`config.mk`:
```
export PLATFORM = sky130hd
export DESIGN_NAME = mux12_arb_flat
export DESIGN_NICKNAME = d
export VERILOG_FILES = /design/src/rtl/mux12_arb_pkg.sv /design/src/rtl/mux12_arb_if.sv /design/src/rtl/mux12_arb_mux12.sv /design/src/rtl/mux12_arb.sv /design/src/flat_wrapper.sv
export SDC_FILE = /design/constraint.sdc
export NUM_CORES = 1
export LEC_CHECK = 0
export CORE_AREA = 10 10 173 175
export CTS_CLUSTER_SIZE = 20
export DETAILED_ROUTE_END_ITERATION = 10
export DIE_AREA = 0 0 183 185
export GPL_TIMING_DRIVEN = 0
export PLACE_DENSITY_LB_ADDON = 0.08
export SKIP_LAST_GASP = 1
export SYNTH_ARGS = -nofsm -noshare
export SYNTH_HDL_FRONTEND = slang
export SYNTH_SLANG_ARGS = --single-unit
```
`constraint.sdc`:
```
create_clock -name clk -period 8.75 [get_ports clk]
set_input_delay 2.1875 -clock clk [delete_from_list [all_inputs] [get_ports clk]]
set_output_delay 2.1875 -clock clk [all_outputs]
set_load 0.01 [all_outputs]
```
`src/rtl/mux12_arb_pkg.sv`:
```
// Shared constants and FSM state type for the 12-way packet arbiter.
package mux12_arb_pkg;

  localparam int N_REQ = 12;
  localparam int ID_W  = 4;

  typedef enum logic {
    IDLE = 1'b0,
    BUSY = 1'b1
  } state_e;

endpackage

```
`src/rtl/mux12_arb_if.sv`:
```
// Requester-side and output-side bus of the 12-way packet arbiter.
interface mux12_arb_if
  import mux12_arb_pkg::*;
#(
  parameter int DW = 32
);

  logic [N_REQ-1:0]    req;
  logic [N_REQ-1:0]    last;
  logic [N_REQ*DW-1:0] din;
  logic [N_REQ-1:0]    gnt;
  logic                out_valid;
  logic [DW-1:0]       out_data;
  logic                out_last;
  logic [ID_W-1:0]     out_id;
  logic                out_ready;

  modport master (
    output req, last, din, out_ready,
    input  gnt, out_valid, out_data, out_last, out_id
  );

  modport slave (
    input  req, last, din, out_ready,
    output gnt, out_valid, out_data, out_last, out_id
  );

endinterface

```
`src/rtl/mux12_arb_mux12.sv`:
```
// One-hot select AND-OR data mux over twelve DW-bit lanes.
module mux12
  import mux12_arb_pkg::*;
#(
  parameter int DW = 32
) (
  input  logic [N_REQ-1:0]    i_sel,
  input  logic [N_REQ*DW-1:0] i_din,
  output logic [DW-1:0]       o_dout
);

  always_comb begin
    // NOTE: the default assignment ahead of the loop keeps this block free of inferred latches.
    o_dout = '0;
    for (int i = 0; i < N_REQ; i++) begin
      if (i_sel[i]) begin
        o_dout = o_dout | i_din[i*DW +: DW];
      end
    end
  end

endmodule

```
`src/rtl/mux12_arb.sv`:
```
// Round-robin packet arbiter: locks one requester per packet and forwards its
// beats through a single registered output stage with ready/valid backpressure.
module mux12_arb
  import mux12_arb_pkg::*;
#(
  parameter int DW = 32,
  parameter int N  = N_REQ
) (
  input  logic       clk,
  input  logic       nreset,
  mux12_arb_if.slave bus
);

  state_e          r_state, w_state_nxt;
  logic [ID_W-1:0] r_ptr, w_ptr_nxt;
  logic [ID_W-1:0] r_owner, w_owner_nxt;

  logic            r_out_valid;
  logic [DW-1:0]   r_out_data;
  logic            r_out_last;
  logic [ID_W-1:0] r_out_id;

  logic [N-1:0]    w_owner_oh;
  logic [N-1:0]    w_gnt;
  logic [DW-1:0]   w_mux_data;
  logic            w_load_en;
  logic            w_req_own;
  logic            w_last_own;
  logic            w_gnt_any;

  // First set request at or after p, scanning upward and wrapping 11 -> 0.
  function automatic logic [ID_W-1:0] rr_pick(input logic [N-1:0] r, input logic [ID_W-1:0] p);
    logic [ID_W-1:0] pick;
    logic            found;
    int              idx;
    pick  = '0;
    found = 1'b0;
    for (int k = 0; k < N; k++) begin
      idx = (int'(p) + k) % N;
      if (!found && r[idx]) begin
        pick  = ID_W'(idx);
        found = 1'b1;
      end
    end
    return pick;
  endfunction

  assign w_owner_oh = N'(1) << r_owner;
  assign w_req_own  = |(bus.req & w_owner_oh);
  assign w_last_own = |(bus.last & w_owner_oh);
  assign w_load_en  = ~r_out_valid | bus.out_ready;
  assign w_gnt_any  = |w_gnt;

  always_comb begin
    w_state_nxt = r_state;
    w_ptr_nxt   = r_ptr;
    w_owner_nxt = r_owner;
    w_gnt       = '0;
    case (r_state)
      IDLE: begin
        if (|bus.req) begin
          w_owner_nxt = rr_pick(bus.req, r_ptr);
          w_state_nxt = BUSY;
        end
      end
      BUSY: begin
        if (w_req_own && w_load_en) begin
          w_gnt = w_owner_oh;
          if (w_last_own) begin
            w_state_nxt = IDLE;
            w_ptr_nxt   = (r_owner == ID_W'(N - 1)) ? '0 : r_owner + ID_W'(1);
          end
        end
      end
      default: w_state_nxt = IDLE;
    endcase
  end

  always_ff @(posedge clk or negedge nreset) begin
    // NOTE: sequential state uses non-blocking assignments so every register samples pre-edge values.
    if (!nreset) begin
      r_state <= IDLE;
      r_ptr   <= '0;
      r_owner <= '0;
    end else begin
      r_state <= w_state_nxt;
      r_ptr   <= w_ptr_nxt;
      r_owner <= w_owner_nxt;
    end
  end

  mux12 #(.DW(DW)) u_mux (
    .i_sel  (w_owner_oh),
    .i_din  (bus.din),
    .o_dout (w_mux_data)
  );

  // A grant both retires any held beat and loads the new one in the same edge.
  always_ff @(posedge clk or negedge nreset) begin
    if (!nreset) begin
      r_out_valid <= 1'b0;
      r_out_data  <= '0;
      r_out_last  <= 1'b0;
      r_out_id    <= '0;
    end else if (w_gnt_any) begin
      r_out_valid <= 1'b1;
      r_out_data  <= w_mux_data;
      r_out_last  <= w_last_own;
      r_out_id    <= r_owner;
    end else if (bus.out_ready) begin
      r_out_valid <= 1'b0;
    end
  end

  assign bus.gnt       = w_gnt;
  assign bus.out_valid = r_out_valid;
  assign bus.out_data  = r_out_data;
  assign bus.out_last  = r_out_last;
  assign bus.out_id    = r_out_id;

endmodule
```
`src/flat_wrapper.sv`:
```
// flat-port wrapper written by rule: the top's interface ports become plain ports
module mux12_arb_flat import mux12_arb_pkg::*;
#(
  parameter int DW = 32,
  parameter int N  = N_REQ
)
  (clk, nreset, bus_req, bus_last, bus_din, bus_out_ready, bus_gnt, bus_out_valid, bus_out_data, bus_out_last, bus_out_id);
  mux12_arb_if #(.DW(DW)) bus_i ();
  input  logic clk;
  input  logic nreset;
  input wire logic [$bits(bus_i.req)-1:0] bus_req;
  input wire logic [$bits(bus_i.last)-1:0] bus_last;
  input wire logic [$bits(bus_i.din)-1:0] bus_din;
  input wire logic [$bits(bus_i.out_ready)-1:0] bus_out_ready;
  output wire logic [$bits(bus_i.gnt)-1:0] bus_gnt;
  output wire logic [$bits(bus_i.out_valid)-1:0] bus_out_valid;
  output wire logic [$bits(bus_i.out_data)-1:0] bus_out_data;
  output wire logic [$bits(bus_i.out_last)-1:0] bus_out_last;
  output wire logic [$bits(bus_i.out_id)-1:0] bus_out_id;
  assign bus_i.req = bus_req;
  assign bus_i.last = bus_last;
  assign bus_i.din = bus_din;
  assign bus_i.out_ready = bus_out_ready;
  assign bus_gnt = bus_i.gnt;
  assign bus_out_valid = bus_i.out_valid;
  assign bus_out_data = bus_i.out_data;
  assign bus_out_last = bus_i.out_last;
  assign bus_out_id = bus_i.out_id;
  mux12_arb #(.DW(DW), .N(N)) u_core (.clk(clk), .nreset(nreset), .bus(bus_i));
endmodule
```
==> PnR_summary.wiki <==
{| class="wikitable"
! Metric !! Value
|-
| Clock root cell || sky130_fd_sc_hd__clkbuf_16
|-
| Layout Nets || 1724
|-
| FF/Latch Area || 1180 um^2
|-
| Post-route setup TNS || 0 ns
|-
| Post-CTS sizing || 0
|-
| Core outline area || 26600 um^2
|-
| Number of placed I/O pins || 461
|-
| Worst Hold Class || flop to flop
|-
| Yosys reg bits || 47
|-
| Sink Count || 47
|-
| Share of post-route cells with drive strength above 1 || 7.90%
|-
| Dominant cell type by area after synthesis || sky130_fd_sc_hd__dfrtp_1
|-
| Overall die width || 183 um
|-
| Weighted congestion reported at the end of routability-driven placement || 0.916
|-
| Worst ir drop on vdd || 220 uV
|-
| Slew HR || 34.2%
|-
| GRT Util Overall || 29.6%
|-
| Hold path endpoint || u_core.bus.out_data[13]
|-
| Placement Rows || 60
|-
| Element type at the critical path start || input port
|-
| HPWL after detailed placement || 45700 um
|-
| Post-route standard cell area excluding fillers || 12200 um^2
|-
| Die height || 185 um
|-
| Cell area after placement || 12000 um^2
|-
| Pwr/cell area || 403 nW/um^2
|-
| Sequential share of the synthesized area || 17.0%
|-
| Gr ovfl total || 0
|-
| Vias in the first global route || 9700
|-
| Signed area change from the synthesized netlist to the final layout || 76.0%
|-
| Number of cells on the worst reg-to-reg path || 16
|-
| Clock tree from TritonCTS || done
|-
| Asr flop ratio synth || 100%
|-
| Most common library cells after synthesis || 54 x sky130_fd_sc_hd__clkbuf_1, 52 x sky130_fd_sc_hd__a221oi_1, 52 x sky130_fd_sc_hd__a22o_1, 47 x sky130_fd_sc_hd__dfrtp_1, 45 x sky130_fd_sc_hd__nor2_1
|-
| Number of enable-type register cells in the synthesized netlist || 0
|-
| Leakage dissipation || 4.52 nW
|-
| Worst hold path depth || 2
|-
| FF-to-FF End || u_core.r_owner[0]
|-
| Clock tree buffer depth || 2
|-
| Most common cell in the synthesized netlist || sky130_fd_sc_hd__clkbuf_1
|-
| Fraction of post-synthesis cell area in the top cell type by area || 17.0%
|-
| Drt first-iter violations || 1007
|-
| First-pass GRT wire length || 72200 um
|-
| Die area || 33900 um^2
|-
| Reg clk slew, reported paths || 0.07 ns
|-
| Transition time at the pin with the least slew margin || 0.987 ns
|-
| Run status || completed
|-
| Post-synthesis cell count || 809
|-
| Final clock skew || 0.00460 ns
|-
| Setup repair bufs after CTS || 0
|-
| Setup repair after global routing missed its margin || no
|-
| Vias || 9676
|-
| Endpoint arrival time on the critical path || 5.52 ns
|-
| Multi-input combinational cell area || 5340 um^2
|-
| Number of antenna violations at the first check in global routing || 10
|-
| Most used flip-flop cell after synthesis || sky130_fd_sc_hd__dfrtp_1
|-
| Iteration count of the initial detailed-routing pass || 11
|-
| Routed WL per cell || 32.9 um
|-
| Critical Path Sink Type || primary output
|-
| Antenna viol nets, final || 0
|-
| Critical setup path kind || input port to primary output
|-
| Total chip power || 4.91 mW
|-
| Distinct cell type count of the synthesized netlist || 86
|-
| Count of final max-slew check failures || 0
|-
| Max cap viols || 0
|-
| Number of port buffers || 460
|-
| Syn Nets || 1256
|-
| Data required time at the worst endpoint || 6.56 ns
|-
| Initial core utilization || 26.0%
|-
| DRC errors left || 0
|-
| Maximum fanout along the worst path || 10
|-
| Mapped Avg Cell Area || 8.55 um^2
|-
| Post-synthesis cell area || 6920 um^2
|-
| Maximum achievable frequency || 130 MHz
|-
| Average vias per placed instance || 5.94
|-
| Final hold violation count || 0
|-
| Count of yosys warnings during synthesis || 0
|-
| Number of CTS-inserted buffers || 5
|-
| Fillcell total || 2701
|-
| Post-layout min period || 7.70 ns
|-
| Register-to-Register Setup Slack || 3.61 ns
|-
| Leading cell types by total area after synthesis || sky130_fd_sc_hd__dfrtp_1 17%, sky130_fd_sc_hd__a221oi_1 6.6%, sky130_fd_sc_hd__a22o_1 6.6%, sky130_fd_sc_hd__ha_1 6.5%, sky130_fd_sc_hd__mux2_2 6.0%
|-
| R2r startpoint || u_core.r_ptr[1]
|-
| Placed Cells || 1611
|-
| Final wirelength || 53600 um
|-
| Hold buffer count at cts || 0
|-
| Number of H-tree levels || 2
|-
| Pin count of the biggest net entering global routing || 30
|-
| Setup violators final || 0
|-
| Non-filler instance count after layout || 1628
|-
| Latest clock arrival within the worst-skew pair || 0.30 ns
|-
| Part of the cycle the worst path needs || 88.0%
|-
| Startpoint of the lowest-slack hold path || u_core.bus.out_data[13]
|}
[routing by layer]
layer / global-route usage (%) / vias to the layer above / share of wire (%)
met5: 0 / - / 0.032
met4: 11.9 / 2 / 3.8
met3: 7.29 / 83 / 7.9
met2: 53.2 / 551 / 52
met1: 32.8 / 4784 / 37
li1: - / 4256 / -
[worst max-delay path by stage]
stage	start	end	slack [ns]	cells past startpoint
global route	bus_req[3]	bus_gnt[3]	0.86	9
floorplan	bus_req[11]	bus_gnt[3]	2.93	7
finish	bus_req[3]	bus_gnt[3]	1.05	9
global placement	bus_req[3]	bus_gnt[3]	1.12	9
detailed placement	bus_req[3]	bus_gnt[3]	1.09	9
CTS	bus_req[3]	bus_gnt[3]	1.09	9
[kinds of logic after synthesis]
logic type / count (synthesis) / share of synthesized area (%)
adders and majority gates: 36 / 6.51
xor gates and xnor gates: 17 / 2.48
DFF: 47 / 17.0
and+or+nand+nor: 218 / 17.5
AOI/OAI and AO/OA: 334 / 38.9
buffers and inverters: 97 / 5.83
muxes: 60 / 11.8
[power by group]
group	internal (mW)	switching (mW)
Clock	0.164	0.0973
Sequential	0.332	0.101
Combinational	1.76	2.45
[state kept, by name, summed over array words and instances (netlist names)]
register	flops
u_core.bus.out_data	32
u_core.bus.out_id	4
u_core.r_owner	4
u_core.r_ptr	4
u_core.bus.out_last	1
u_core.bus.out_valid	1
u_core.r_state	1
[layout by cell type, fill, tap and decap left out, types with 4 or more instances in the layout]
| master | Yosys | layout |
|---|---|---|
| sky130_fd_sc_hd__nor3b_1 | 8 | 8 |
| sky130_fd_sc_hd__xnor2_1 | 13 | 13 |
| sky130_fd_sc_hd__inv_1 | 20 | 20 |
| sky130_fd_sc_hd__buf_1 | 7 | 7 |
| sky130_fd_sc_hd__nand2_1 | 40 | 40 |
| sky130_fd_sc_hd__a31oi_1 | 30 | 30 |
| sky130_fd_sc_hd__mux2i_1 | 9 | 9 |
| sky130_fd_sc_hd__or2_2 | 4 | 4 |
| sky130_fd_sc_hd__clkdlybuf4s50_1 | 0 | 459 |
| sky130_fd_sc_hd__a22o_1 | 52 | 52 |
| sky130_fd_sc_hd__a21oi_1 | 16 | 16 |
| sky130_fd_sc_hd__diode_2 | 0 | 9 |
| sky130_fd_sc_hd__o21ai_0 | 23 | 23 |
| sky130_fd_sc_hd__a222oi_1 | 33 | 33 |
| sky130_fd_sc_hd__nand4_1 | 4 | 4 |
| sky130_fd_sc_hd__a211oi_1 | 6 | 6 |
| sky130_fd_sc_hd__nor2_1 | 45 | 45 |
| sky130_fd_sc_hd__nor2b_1 | 10 | 10 |
| sky130_fd_sc_hd__clkbuf_1 | 54 | 55 |
| sky130_fd_sc_hd__nand2b_1 | 10 | 10 |
| sky130_fd_sc_hd__a41oi_1 | 8 | 8 |
| sky130_fd_sc_hd__dfrtp_1 | 47 | 47 |
| sky130_fd_sc_hd__a21o_1 | 18 | 18 |
| sky130_fd_sc_hd__inv_2 | 4 | 4 |
| sky130_fd_sc_hd__and3_1 | 17 | 17 |
| sky130_fd_sc_hd__clkbuf_16 | 0 | 5 |
| sky130_fd_sc_hd__a21bo_2 | 4 | 4 |
| sky130_fd_sc_hd__and2_1 | 27 | 27 |
| sky130_fd_sc_hd__nand3_1 | 21 | 21 |
| sky130_fd_sc_hd__a221oi_1 | 52 | 52 |
| sky130_fd_sc_hd__mux2_2 | 37 | 37 |
| sky130_fd_sc_hd__a22oi_1 | 38 | 38 |
| sky130_fd_sc_hd__nor4_1 | 5 | 5 |
| sky130_fd_sc_hd__buf_2 | 7 | 8 |
| sky130_fd_sc_hd__o221ai_1 | 4 | 4 |
| sky130_fd_sc_hd__ha_1 | 36 | 36 |
| sky130_fd_sc_hd__mux4_2 | 12 | 12 |
[metrics by stage]
step | hold WS [ns] | setup WS, ns | util (%)
after floorplan | 0.500 | 2.93 | -
after global placement | 0.462 | 1.12 | 45.0
after detailed placement | 0.468 | 1.09 | 45.0
after CTS | 0.486 | 1.09 | 45.7
after global routing | 0.497 | 0.863 | 45.8
final | 0.483 | 1.05 | 45.8
[critical path, stage by stage]
cell and delay, ns:
sky130_fd_sc_hd__clkdlybuf4s50_1 0.57, sky130_fd_sc_hd__mux2_2 0.34, sky130_fd_sc_hd__a222oi_1 0.21, sky130_fd_sc_hd__nand3_1 0.15, sky130_fd_sc_hd__o211ai_1 0.28, sky130_fd_sc_hd__clkbuf_1 0.53
sky130_fd_sc_hd__buf_1 0.47, sky130_fd_sc_hd__nor3b_1 0.21, sky130_fd_sc_hd__clkdlybuf4s50_1 0.56
[final cells by class]
| cell class | count | area share (%) |
|---|---|---|
| multi-input cells | 665 | 43.8 |
| clock inverters | 2 | 0.493 |
| repair buffers | 461 | 37.9 |
| flip-flops and latches | 47 | 9.66 |
| well taps | 341 | 3.50 |
| diodes | 9 | 0.185 |
| clock buffers | 6 | 1.06 |
| plain buffers | 73 | 2.57 |
| inverters | 24 | 0.740 |
Note: power is estimated with default switching activity, not from simulation.
